===== config.mk =====
export PLATFORM = sky130hd
export DESIGN_NAME = alu_issue
export DESIGN_NICKNAME = d
export VERILOG_FILES = /design/src/rtl/alu_issue.sv
export SDC_FILE = /design/constraint.sdc
export NUM_CORES = 1
export LEC_CHECK = 0
export CORE_UTILIZATION = 37
export DETAILED_ROUTE_END_ITERATION = 10
export PLACE_DENSITY = 0.82
export SETUP_SLACK_MARGIN = 0.2
export SLEW_MARGIN = 20
export SYNTH_ARGS = -nofsm -noshare
export SYNTH_HDL_FRONTEND = slang
export SYNTH_SLANG_ARGS = --single-unit

===== constraint.sdc =====
create_clock -name clk -period 2.4 [get_ports clk]
set_input_delay 0.48 -clock clk [delete_from_list [all_inputs] [get_ports clk]]
set_output_delay 0.48 -clock clk [all_outputs]
set_load 0.1 [all_outputs]

===== src/rtl/alu_issue.sv =====
// alu_issue
//   Execute-stage issuer for a registered, clock-enabled ALU. Accepts one
//   RV32I OP / OP-IMM / LUI instruction with its register values, decodes it
//   into an ALU operation plus two operands, pulses the ALU clock enable for
//   one cycle and then presents the ALU's registered result on a writeback
//   handshake toward the register-file write port.
//
//   ALU operation encoding on alu_op:
//     0 ADD, 1 SUB, 2 AND, 3 OR, 4 XOR, 5 LSL, 6 LSR
//
// Ports
//   clk, rst                      clock, synchronous active-high reset
//   in_valid / in_ready           instruction + operand handshake
//   in_instr, in_rs1_val,
//   in_rs2_val                    instruction word and register values
//   alu_ce, alu_op,
//   alu_operand1, alu_operand2    ALU control and operands (valid in EXEC)
//   alu_result                    registered ALU result
//   wb_valid / wb_ready           writeback handshake
//   wb_rd, wb_data, wb_we,
//   wb_illegal                    writeback payload
module alu_issue #(
  parameter int ENABLE_LUI   = 1,
  parameter int ENABLE_OPIMM = 1
) (
  input  logic        clk,
  input  logic        rst,
  input  logic        in_valid,
  output logic        in_ready,
  input  logic [31:0] in_instr,
  input  logic [31:0] in_rs1_val,
  input  logic [31:0] in_rs2_val,
  output logic        alu_ce,
  output logic [2:0]  alu_op,
  output logic [31:0] alu_operand1,
  output logic [31:0] alu_operand2,
  input  logic [31:0] alu_result,
  output logic        wb_valid,
  input  logic        wb_ready,
  output logic [4:0]  wb_rd,
  output logic [31:0] wb_data,
  output logic        wb_we,
  output logic        wb_illegal
);

  localparam logic [2:0] ALU_ADD = 3'd0;
  localparam logic [2:0] ALU_SUB = 3'd1;
  localparam logic [2:0] ALU_AND = 3'd2;
  localparam logic [2:0] ALU_OR  = 3'd3;
  localparam logic [2:0] ALU_XOR = 3'd4;
  localparam logic [2:0] ALU_LSL = 3'd5;
  localparam logic [2:0] ALU_LSR = 3'd6;

  localparam logic [6:0] OPC_OP    = 7'b0110011;
  localparam logic [6:0] OPC_OPIMM = 7'b0010011;
  localparam logic [6:0] OPC_LUI   = 7'b0110111;

  typedef enum logic [1:0] {
    IDLE = 2'd0,
    EXEC = 2'd1,
    WB   = 2'd2
  } state_t;

  state_t state, state_next;

  logic [6:0]  opcode;
  logic [2:0]  funct3;
  logic [6:0]  funct7;
  logic [31:0] imm_i;

  logic [2:0]  dec_op;
  logic [31:0] dec_opnd1;
  logic [31:0] dec_opnd2;
  logic        dec_illegal;

  logic [2:0]  op_q;
  logic [31:0] opnd1_q;
  logic [31:0] opnd2_q;
  logic [4:0]  rd_q;
  logic        illegal_q;

  assign opcode = in_instr[6:0];
  assign funct3 = in_instr[14:12];
  assign funct7 = in_instr[31:25];
  assign imm_i  = {{20{in_instr[31]}}, in_instr[31:20]};

  // Decode straight from the input bus so the accept edge can register the
  // final op and operands; EXEC then only replays the registered values.
  // Shift amounts are masked to 5 bits here so the ALU never sees a wider
  // shift count.
  always_comb begin
    dec_op      = ALU_ADD;
    dec_opnd1   = 32'd0;
    dec_opnd2   = 32'd0;
    dec_illegal = 1'b1;
    case (opcode)
      OPC_OP: begin
        dec_opnd1 = in_rs1_val;
        dec_opnd2 = in_rs2_val;
        case (funct3)
          3'b000: begin
            if (funct7 == 7'b0000000) begin
              dec_op      = ALU_ADD;
              dec_illegal = 1'b0;
            end else if (funct7 == 7'b0100000) begin
              dec_op      = ALU_SUB;
              dec_illegal = 1'b0;
            end
          end
          3'b001: begin
            if (funct7 == 7'b0000000) begin
              dec_op      = ALU_LSL;
              dec_opnd2   = {27'd0, in_rs2_val[4:0]};
              dec_illegal = 1'b0;
            end
          end
          3'b100: begin
            if (funct7 == 7'b0000000) begin
              dec_op      = ALU_XOR;
              dec_illegal = 1'b0;
            end
          end
          3'b101: begin
            if (funct7 == 7'b0000000) begin
              dec_op      = ALU_LSR;
              dec_opnd2   = {27'd0, in_rs2_val[4:0]};
              dec_illegal = 1'b0;
            end
          end
          3'b110: begin
            if (funct7 == 7'b0000000) begin
              dec_op      = ALU_OR;
              dec_illegal = 1'b0;
            end
          end
          3'b111: begin
            if (funct7 == 7'b0000000) begin
              dec_op      = ALU_AND;
              dec_illegal = 1'b0;
            end
          end
          default: begin
          end
        endcase
      end
      OPC_OPIMM: begin
        if (ENABLE_OPIMM != 0) begin
          dec_opnd1 = in_rs1_val;
          dec_opnd2 = imm_i;
          case (funct3)
            3'b000: begin
              dec_op      = ALU_ADD;
              dec_illegal = 1'b0;
            end
            3'b100: begin
              dec_op      = ALU_XOR;
              dec_illegal = 1'b0;
            end
            3'b110: begin
              dec_op      = ALU_OR;
              dec_illegal = 1'b0;
            end
            3'b111: begin
              dec_op      = ALU_AND;
              dec_illegal = 1'b0;
            end
            3'b001: begin
              if (funct7 == 7'b0000000) begin
                dec_op      = ALU_LSL;
                dec_opnd2   = {27'd0, in_instr[24:20]};
                dec_illegal = 1'b0;
              end
            end
            3'b101: begin
              if (funct7 == 7'b0000000) begin
                dec_op      = ALU_LSR;
                dec_opnd2   = {27'd0, in_instr[24:20]};
                dec_illegal = 1'b0;
              end
            end
            default: begin
            end
          endcase
        end
      end
      OPC_LUI: begin
        if (ENABLE_LUI != 0) begin
          dec_op      = ALU_ADD;
          dec_opnd1   = 32'd0;
          dec_opnd2   = {in_instr[31:12], 12'd0};
          dec_illegal = 1'b0;
        end
      end
      default: begin
      end
    endcase
    if (dec_illegal) begin
      dec_op    = ALU_ADD;
      dec_opnd1 = 32'd0;
      dec_opnd2 = 32'd0;
    end
  end

  always_ff @(posedge clk) begin
    if (rst) begin
      state <= IDLE;
    end else begin
      state <= state_next;
    end
  end

  // Decoded instruction is captured only on accept, so it stays stable
  // through EXEC and for however long WB is back-pressured.
  always_ff @(posedge clk) begin
    if (rst) begin
      op_q      <= ALU_ADD;
      opnd1_q   <= 32'd0;
      opnd2_q   <= 32'd0;
      rd_q      <= 5'd0;
      illegal_q <= 1'b0;
    end else if (in_valid && in_ready) begin
      op_q      <= dec_op;
      opnd1_q   <= dec_opnd1;
      opnd2_q   <= dec_opnd2;
      rd_q      <= in_instr[11:7];
      illegal_q <= dec_illegal;
    end
  end

  // Every output is forced low while rst is high, even in the cycle where
  // the state register still holds EXEC or WB, so a reset mid-operation
  // never leaks an alu_ce or wb_valid.
  always_comb begin
    state_next   = state;
    in_ready     = 1'b0;
    alu_ce       = 1'b0;
    alu_op       = ALU_ADD;
    alu_operand1 = 32'd0;
    alu_operand2 = 32'd0;
    wb_valid     = 1'b0;
    wb_rd        = 5'd0;
    wb_data      = 32'd0;
    wb_we        = 1'b0;
    wb_illegal   = 1'b0;
    if (!rst) begin
      case (state)
        IDLE: begin
          in_ready = 1'b1;
          if (in_valid) begin
            state_next = dec_illegal ? WB : EXEC;
          end
        end
        EXEC: begin
          alu_ce       = 1'b1;
          alu_op       = op_q;
          alu_operand1 = opnd1_q;
          alu_operand2 = opnd2_q;
          state_next   = WB;
        end
        WB: begin
          wb_valid   = 1'b1;
          wb_rd      = rd_q;
          wb_illegal = illegal_q;
          wb_data    = illegal_q ? 32'd0 : alu_result;
          wb_we      = (rd_q != 5'd0) && !illegal_q;
          if (wb_ready) begin
            state_next = IDLE;
          end
        end
        default: begin
          state_next = IDLE;
        end
      endcase
    end
  end

endmodule


# [Word-level counts from Yosys, hierarchy flattened]
# Cells that the tools add are included.
[op_classes] eq_ne=13 muxes=50 n_reduce_logical=12
[ops] cell="2-to-1 mux 32 bit" count=14
[ops] cell="case mux 32 bit (3 select lines)" count=1
[ops] cell="== test 7 x 6 -> 1 bit, second input constant" count=3
[ops] cell="2-to-1 mux 3 bit" count=6
[ops] cell="case mux 3 bit (6 select lines)" count=1
[ops] cell="2-to-1 mux 1 bit" count=15
[ops] cell="case mux 3 bit (5 select lines)" count=1
[ops] cell="== test 3 bit, second input constant" count=4
[ops] cell="2-to-1 mux 2 bit" count=5
[ops] cell="2-to-1 mux 5 bit" count=2
[ops] cell="== test 7 x 5 -> 1 bit, second input constant" count=1
[ops] cell="logical NOT 7 bit" count=1
[ops] cell="case mux 2 bit (3 select lines)" count=1
[ops] cell="case mux 3 bit (2 select lines)" count=1
[ops] cell="nonzero test 5 bit" count=1
[ops] cell="OR reduction 5 bit" count=1
[ops] cell="!= test 2 bit, second input constant" count=2
[ops] cell="case mux 1 bit (2 select lines)" count=2
[ops] cell="OR reduction 2 bit" count=2
[ops] cell="OR reduction 4 bit" count=1
[ops] cell="== test 3 x 1 -> 1 bit, second input constant" count=1
[ops] cell="logical NOT 3 bit" count=1
[ops] cell="case mux 1 bit (3 select lines)" count=1
[ops] cell="== test 2 x 1 -> 1 bit, second input constant" count=1
[ops] cell="other kinds (5)" count=6
[totals] reg_bits=75 in_bits=132

# [Logic depth before layout (Yosys ltp)]
# Gate-level depths: netlist (run 1).
[depth] word_depth=8 mapped_depth=8

# [Worst setup path before layout (run 1)]
# No wires, ideal clock.
[synth_path] path_kind="input to output" startpoint="input rst" endpoint="output wb_illegal" t_arrival_ns=2.975 required_ns=1.920 setup_slack_ns=-1.055 path_stages=3 n_path_buf=1 cell_sequence="clkbuf_1 > nor2_1 > and2_1"
[synth_via] elab_chain_cells=1
[synth_lines] item="start: declaration" line_no="27" text="input logic rst,"
[synth_lines] item="2-to-1 mux 1 bit" line_no="245" text="if (!rst) begin"
[synth_lines] item="end: declaration" line_no="43" text="output logic wb_illegal"
# No other way between the ends.

# [Final worst setup path (run 1)]
[layout_path] startpoint="register state[0]" endpoint="output wb_data[20]"
[layout_via] elab_chain_cells=3
[layout_lines] item="start: declaration" line_no="64" text="state_t state, state_next;"
[layout_lines] item="start signal: assignment" line_no="208" text="state <= state_next;"
[layout_lines] item="== test 2 bit" line_no="246" text="case (state)"
[layout_lines] item="2-to-1 mux 32 bit" line_no="246"
[layout_lines] item="2-to-1 mux 32 bit" line_no="245"
[layout_lines] item="end: declaration" line_no="41" text="output logic [31:0] wb_data,"
# No other way between the ends.

==> impl_metrics.tcl, run 1 <==
set metrics [dict create \
    synth-main-ff-cell "dfxtp_1" \
    rsz0062_at_grt "true" \
    ys_types 43 \
    tightestPinTransition_ps 364.3 \
    path_common_cell "buf_6" \
    slew_headroom_pct 75.51 \
    fin_nets 839 \
    fillers 496 \
    synth_top_area_share_pct 39.81 \
    yosysSeqAreaShare_pct 39.81 \
    dr.pass1.iters 5 \
    drc 0 \
    ys_seq_elements 75 \
    ctsHoldBuffers 0 \
    status "completed" \
    finalSetupViolCount 0 \
    r2r_cells 7 \
    initial_utilization_pct 38.40 \
    fin_skew_ps 7.251 \
    core_region_area_mm2 0.009819 \
    htree_levels 3 \
    slew_violations 0 \
    crit_path_end_kind "output pin" \
    overflow 0 \
    startpoint_type "register" \
    wl_per_cell_um 21.24 \
    fin_area_mm2 0.008294 \
    hold_path.class "register to register" \
    power_mw 3.006 \
    worstPathMaxFanout 5 \
    drive_gt1_share_pct 43.82 \
    viasPerCell 5.367 \
    ant_nets 0 \
    clk_path_buf_depth 2 \
    max_stage_delay_ps 360 \
    regArea_mm2 0.001509 \
    synth_cells 440 \
    place_area_mm2 0.007814 \
    slowest_stage "dfxtp_4" \
    fin_crit_ps 2238 \
    synth_area_leaders "dfxtp_1, and2_1, a22o_1" \
    clk_latency_ps 360 \
    syn_area_per_cell_um2 8.571 \
    gp_congestion 0.8588 \
    die_y_um 103.0 \
    syn_nets 572 \
    antenna_found_initial 0 \
    drt_iter0_markers 271 \
    port_buffers 240 \
    dp.final_hpwl_um 11940 \
    grt_pass1_wl_um 23910 \
    p_leak_nw 3.231 \
    grt_pass1_vias 4555 \
    grt_start_max_net_pins 49 \
    cts_sinks 75 \
    rows 36 \
    synth_edf_count 0 \
    cts_tree "built" \
    die_x_um 103.0 \
    syn_area_mm2 0.003771 \
    yosys_warnings 0 \
    hp-start "opnd2_q[27]" \
    powerDensity_mw_per_mm2 362.4 \
    crit_arrival_ps 1760 \
    peakVddDrop_uv 353.0 \
    path_class "register to output pin" \
    async_reset_ff_share_pct 0 \
    io_pins 241 \
    min_path_cells 2 \
    min_period_over_period_pct 93.25 \
    crit_required_ps 1920 \
    worst-r2r-setup-slack_ps 810 \
    post-route-util_pct 84.47 \
    syn_to_final_growth_pct 119.9 \
    r2r_end "opnd1_q[11]" \
    cts_buffers 9 \
    diodes 0 \
    multi_input_area_mm2 0.002352 \
    die_area_mm2 0.01060 \
    yosysTopAreaCell "dfxtp_1" \
    clockRootBuffer "clkbuf_8" \
    grtUsageTotal_pct 29.87 \
    wl_um 17950 \
    vias 4535 \
    maxCapViolCount 0 \
    hold_path_end "opnd2_q[27]" \
    hold_viol 0 \
    max_freq_ghz 0.4468 \
    timing.rr.start "state[0]" \
    clk_pin_slew_ps 90 \
    path_cells "nand2b_4, nor3_4, buf_6, buf_6, and2_4, buf_12" \
]
-- layout make-up --
type	count	area share, %
Clock buffer	9	1.493
Multi-Input combinational cell	324	28.36
Timing Repair Buffer	294	48.97
Sequential cell	75	18.19
Inverter	3	0.1358
Clock inverter	7	0.8448
Tap cell	133	2.006
-- state kept, by name, indices dropped and copies added (netlist names) --
name,count
opnd1_q,32
rd_q,5
state,2
illegal_q,1
op_q,3
opnd2_q,32
-- logic make-up after synthesis --
kind of cell | Yosys count | synth area share (%)
buf+inv | 41 | 5.375
compound gates | 133 | 24.55
simple gates | 186 | 28.77
flops | 75 | 39.81
mux | 5 | 1.493
-- where the power goes --
part / switching (mW) / total (mW) / internal, mW
registers: 0.0113 / 1.26 / 1.25
clock network: 0.576 / 0.978 / 0.402
logic: 0.375 / 0.767 / 0.392
total: 0.962 / 3.01 / 2.04
-- cell usage after synthesis, types with 2 or more instances --
library cell,number
a22o_1,38
nor3b_1,2
nand3_1,2
nand2_1,42
nor3_2,2
buf_2,3
dfxtp_1,75
inv_1,3
nand2b_1,2
o21ai_0,10
a2bb2oi_1,19
a21oi_1,30
nor3_1,5
buf_8,2
a22oi_1,6
o21a_1,2
clkbuf_1,29
and2_1,108
o21ai_1,21
mux2_2,5
clkbuf_2,2
nor2_1,11
-- worst max-delay path, delay by kind of cell, from the launching register on --
family                 cells  cell delay, ps
buffers and inverters      3             460
and+or+nand+nor            3             570
DFF                        1             360
-- metal layers --
metal / part of all wire [%] / vias up / global-route usage [%]
li1: - / 2076 / -
met1: 36 / 2129 / 31.95
met2: 51 / 262 / 52.77
met3: 8.4 / 68 / 10.10
met4: 4.9 / 0 / 14.41
met5: 0 / - / 0
-- timing repair --
item / CTS / global route
pin swaps: 2 / 24
resized for setup: 9 / 48
setup endpoints to repair: 120 / 59
cloned: 1 / 5
setup buffers: 4 / 4
-- per-stage QoR --
| stage | setup slack (ps) | TNS (ps) | instances | hold slack, ps |
|---|---|---|---|---|
| 5_1_grt | 126.1 | 0 | 845 | 470.8 |
| 2_1_floorplan | 86.33 | 0 | 440 | 416.6 |
| 3_5_place_dp | -281.7 | -5812 | 815 | 440.8 |
| 6_report | 162.1 | 0 | 845 | 453.2 |
| 3_3_place_gp | -409.2 | -9153 | 814 | 426.7 |
| 4_1_cts | 207.9 | 0 | 836 | 453.5 |
-- worst max path at each step --
| stage | start | endpoint | slack, ps | cells after the start |
|---|---|---|---|---|
| 6_report | state[0] | wb_data[20] | 160 | 6 |
| 5_1_grt | state[0] | wb_data[20] | 130 | 6 |
| 4_1_cts | state[0] | wb_data[13] | 210 | 5 |
| 3_5_place_dp | in_instr[6] | opnd2_q[7] | -280 | 7 |
| 3_3_place_gp | in_instr[6] | opnd2_q[9] | -410 | 6 |
| 2_1_floorplan | rst | wb_illegal | 90 | 3 |
-- cell usage in the layout (no fill, tap or decap), types with 4 or more instances in the layout --
cell             synthesis  final
a22o_1                  38     38
clkdlybuf4s50_1          0    130
a22oi_1                  6      5
nor3_4                   1      4
buf_12                   1    115
clkbuf_8                 0      9
buf_6                    0      8
o21ai_0                 10      9
nor2_1                  11     10
and2_4                   1     51
o21ai_1                 21     22
a21oi_1                 30     29
dfxtp_1                 75     73
nand2_1                 42     41
mux2_2                   5      5
buf_4                    1     36
and2_2                   0     55
a2bb2oi_1               19     18
No activity file was read; power rests on OpenSTA's default activity.
==> run 2, diff against run 1 <==
Settings changed: HOLD_SLACK_MARGIN set to 0.06.
==> results of run 2 <==
Final layout, timing and power as in run 1 (identical DEF).
==> run 3, diff against run 2 <==
Settings changed: CORE_MARGIN set to 5.
==> impl_metrics.tcl, run 3 (same netlist as run 1, synthesis figures left out) <==
set metrics [dict create \
    drc 0 \
    maxCapViolCount 0 \
    worstPathMaxFanout 7 \
    worst-r2r-setup-slack_ps 650 \
    grt_pass1_vias 4719 \
    status "completed" \
    wl_um 19430 \
    drive_gt1_share_pct 43.44 \
    powerDensity_mw_per_mm2 377.0 \
    syn_to_final_growth_pct 124.0 \
    crit_required_ps 1920 \
    cts_sinks 75 \
    htree_levels 3 \
    cp_top_family "buffers and inverters" \
    hp-start "opnd2_q[20]" \
    crit_buf_inv 3 \
    vias 4696 \
    crit_arrival_ps 1730 \
    min_path_cells 2 \
    tightestPinTransition_ps 396.5 \
    r2r_cells 6 \
    overflow 0 \
    fin_nets 843 \
    path_class "register to output pin" \
    ant_nets 0 \
    die_area_mm2 0.01231 \
    dp.final_hpwl_um 12840 \
    dr.pass1.iters 5 \
    crit_path_end_kind "output pin" \
    final_common_cell "clkdlybuf4s50_1" \
    gp_congestion 0.8493 \
    cts_tree "built" \
    hold_path_end "opnd2_q[20]" \
    startpoint_type "register" \
    finalSetupViolCount 0 \
    r2r_end "opnd1_q[13]" \
    clk_latency_ps 360 \
    grt_pass1_wl_um 26610 \
    grtUsageTotal_pct 26.94 \
    peakVddDrop_uv 389.4 \
    min_period_over_period_pct 92.25 \
    timing.rr.start "state[1]" \
    max_stage_delay_ps 400 \
    clockRootBuffer "clkbuf_8" \
    slew_headroom_pct 73.57 \
    largest_registers "opnd1_q: 32 flops, opnd2_q: 32 flops, rd_q: 5 flops" \
    grt_start_max_net_pins 52 \
    port_buffers 240 \
    p_leak_nw 3.338 \
    antenna_found_initial 2 \
    whs_ps 450.1 \
    die_x_um 111.0 \
    fin_skew_ps 17.61 \
    clk_path_buf_depth 2 \
    layout_common_cells "clkdlybuf4s50_1, buf_12, dfxtp_1" \
    fin_area_mm2 0.008447 \
    rsz0062_at_grt "true" \
    slew_violations 0 \
    drt_iter0_markers 384 \
    max_freq_ghz 0.4517 \
    die_y_um 111.0 \
    viasPerCell 5.518 \
    slowest_stage "dfxtp_4" \
    hold_path.class "register to register" \
    place_area_mm2 0.007776 \
    initial_utilization_pct 38.23 \
    cts_buffers 9 \
    clk_pin_slew_ps 100 \
    wl_per_cell_um 22.83 \
    io_pins 241 \
    fin_crit_ps 2214 \
    hold_viol 0 \
    core_region_area_mm2 0.009864 \
    rows 36 \
    path_cells "nor3b_4, buf_6, clkbuf_16, and2_4, buf_12" \
]
==> run 3: cell types whose count changed in the layout (fill, tap and decap cells not counted), moves of 2 or more <==
cell             change
buf_6                +3
and2_2               -7
bufinv_16            +2
clkinv_4             -2
and2_1               +2
diode_2              +2
dlymetal6s2s_1       +4
clkbuf_16            +4
buf_4                -3
and2_4               +5
clkdlybuf4s50_1      -4
==> run 3: cell type report <==
type	instances	area, um2
fill	462	1418
inverter	3	11.26
timing repair buffer	298	4184
multi-input combinational	324	2342
antenna	2	5.005
clock inverter	7	105.1
clock buffer	9	123.9
sequential	75	1509
tap	133	166.4
==> run 3: power by group <==
part	switching, mW	internal [mW]
Combinational	0.366	0.373
Clock	0.580	0.605
Sequential	0.0109	1.25
Total	0.957	2.23
==> run 3: worst max-delay path by stage <==
| stage | cells after the start | end | slack (ps) | from |
|---|---|---|---|---|
| floorplan | 3 | wb_illegal | 90 | rst |
| global placement | 6 | opnd2_q[5] | -380 | in_instr[6] |
| detailed placement | 8 | opnd2_q[8] | -190 | in_instr[26] |
| CTS | 6 | wb_data[21] | 200 | state[0] |
| global route | 5 | alu_operand1[14] | 120 | state[1] |
| finish | 5 | alu_operand1[21] | 190 | state[1] |
==> run 3: tightest hold or removal path, stage by stage (launching register included) <==
cell     delay (ps)
dfxtp_1         320
nand2_1          50
o21ai_1          50
==> run 3: what timing repair did <==
action | CTS | global route
pin swaps | 5 | 16
gates resized for setup | 18 | 46
hold buffers | 0 | 0
cloned | 4 | 9
buffers inserted | 7 | 3
setup endpoints to repair | 118 | 144
hold endpoints to repair | 0 | 0
==> run 3: metrics by stage <==
stage / setup WS, ps / TNS [ps] / std cells / util, % / total power [mW]
finish: 186.0 / 0 / 851 / 85.63 / 3.185
global route: 122.5 / 0 / 851 / 85.63 / 3.271
CTS: 202.7 / 0 / 837 / 82.61 / 3.147
detailed placement: -185.1 / -10410 / 810 / 78.83 / 1.993
global placement: -379.5 / -12560 / 809 / 78.72 / 1.973
floorplan: 86.33 / 0 / 440 / - / 1.585
==> run 3: metal layers <==
layer / vias up / track usage [%] / wire [um]
met4: 0 / 8.374 / 658
li1: 2083 / - / -
met1: 2291 / 30.90 / 7265
met3: 47 / 7.314 / 1449
met5: - / 0 / 0
met2: 275 / 48.50 / 10060
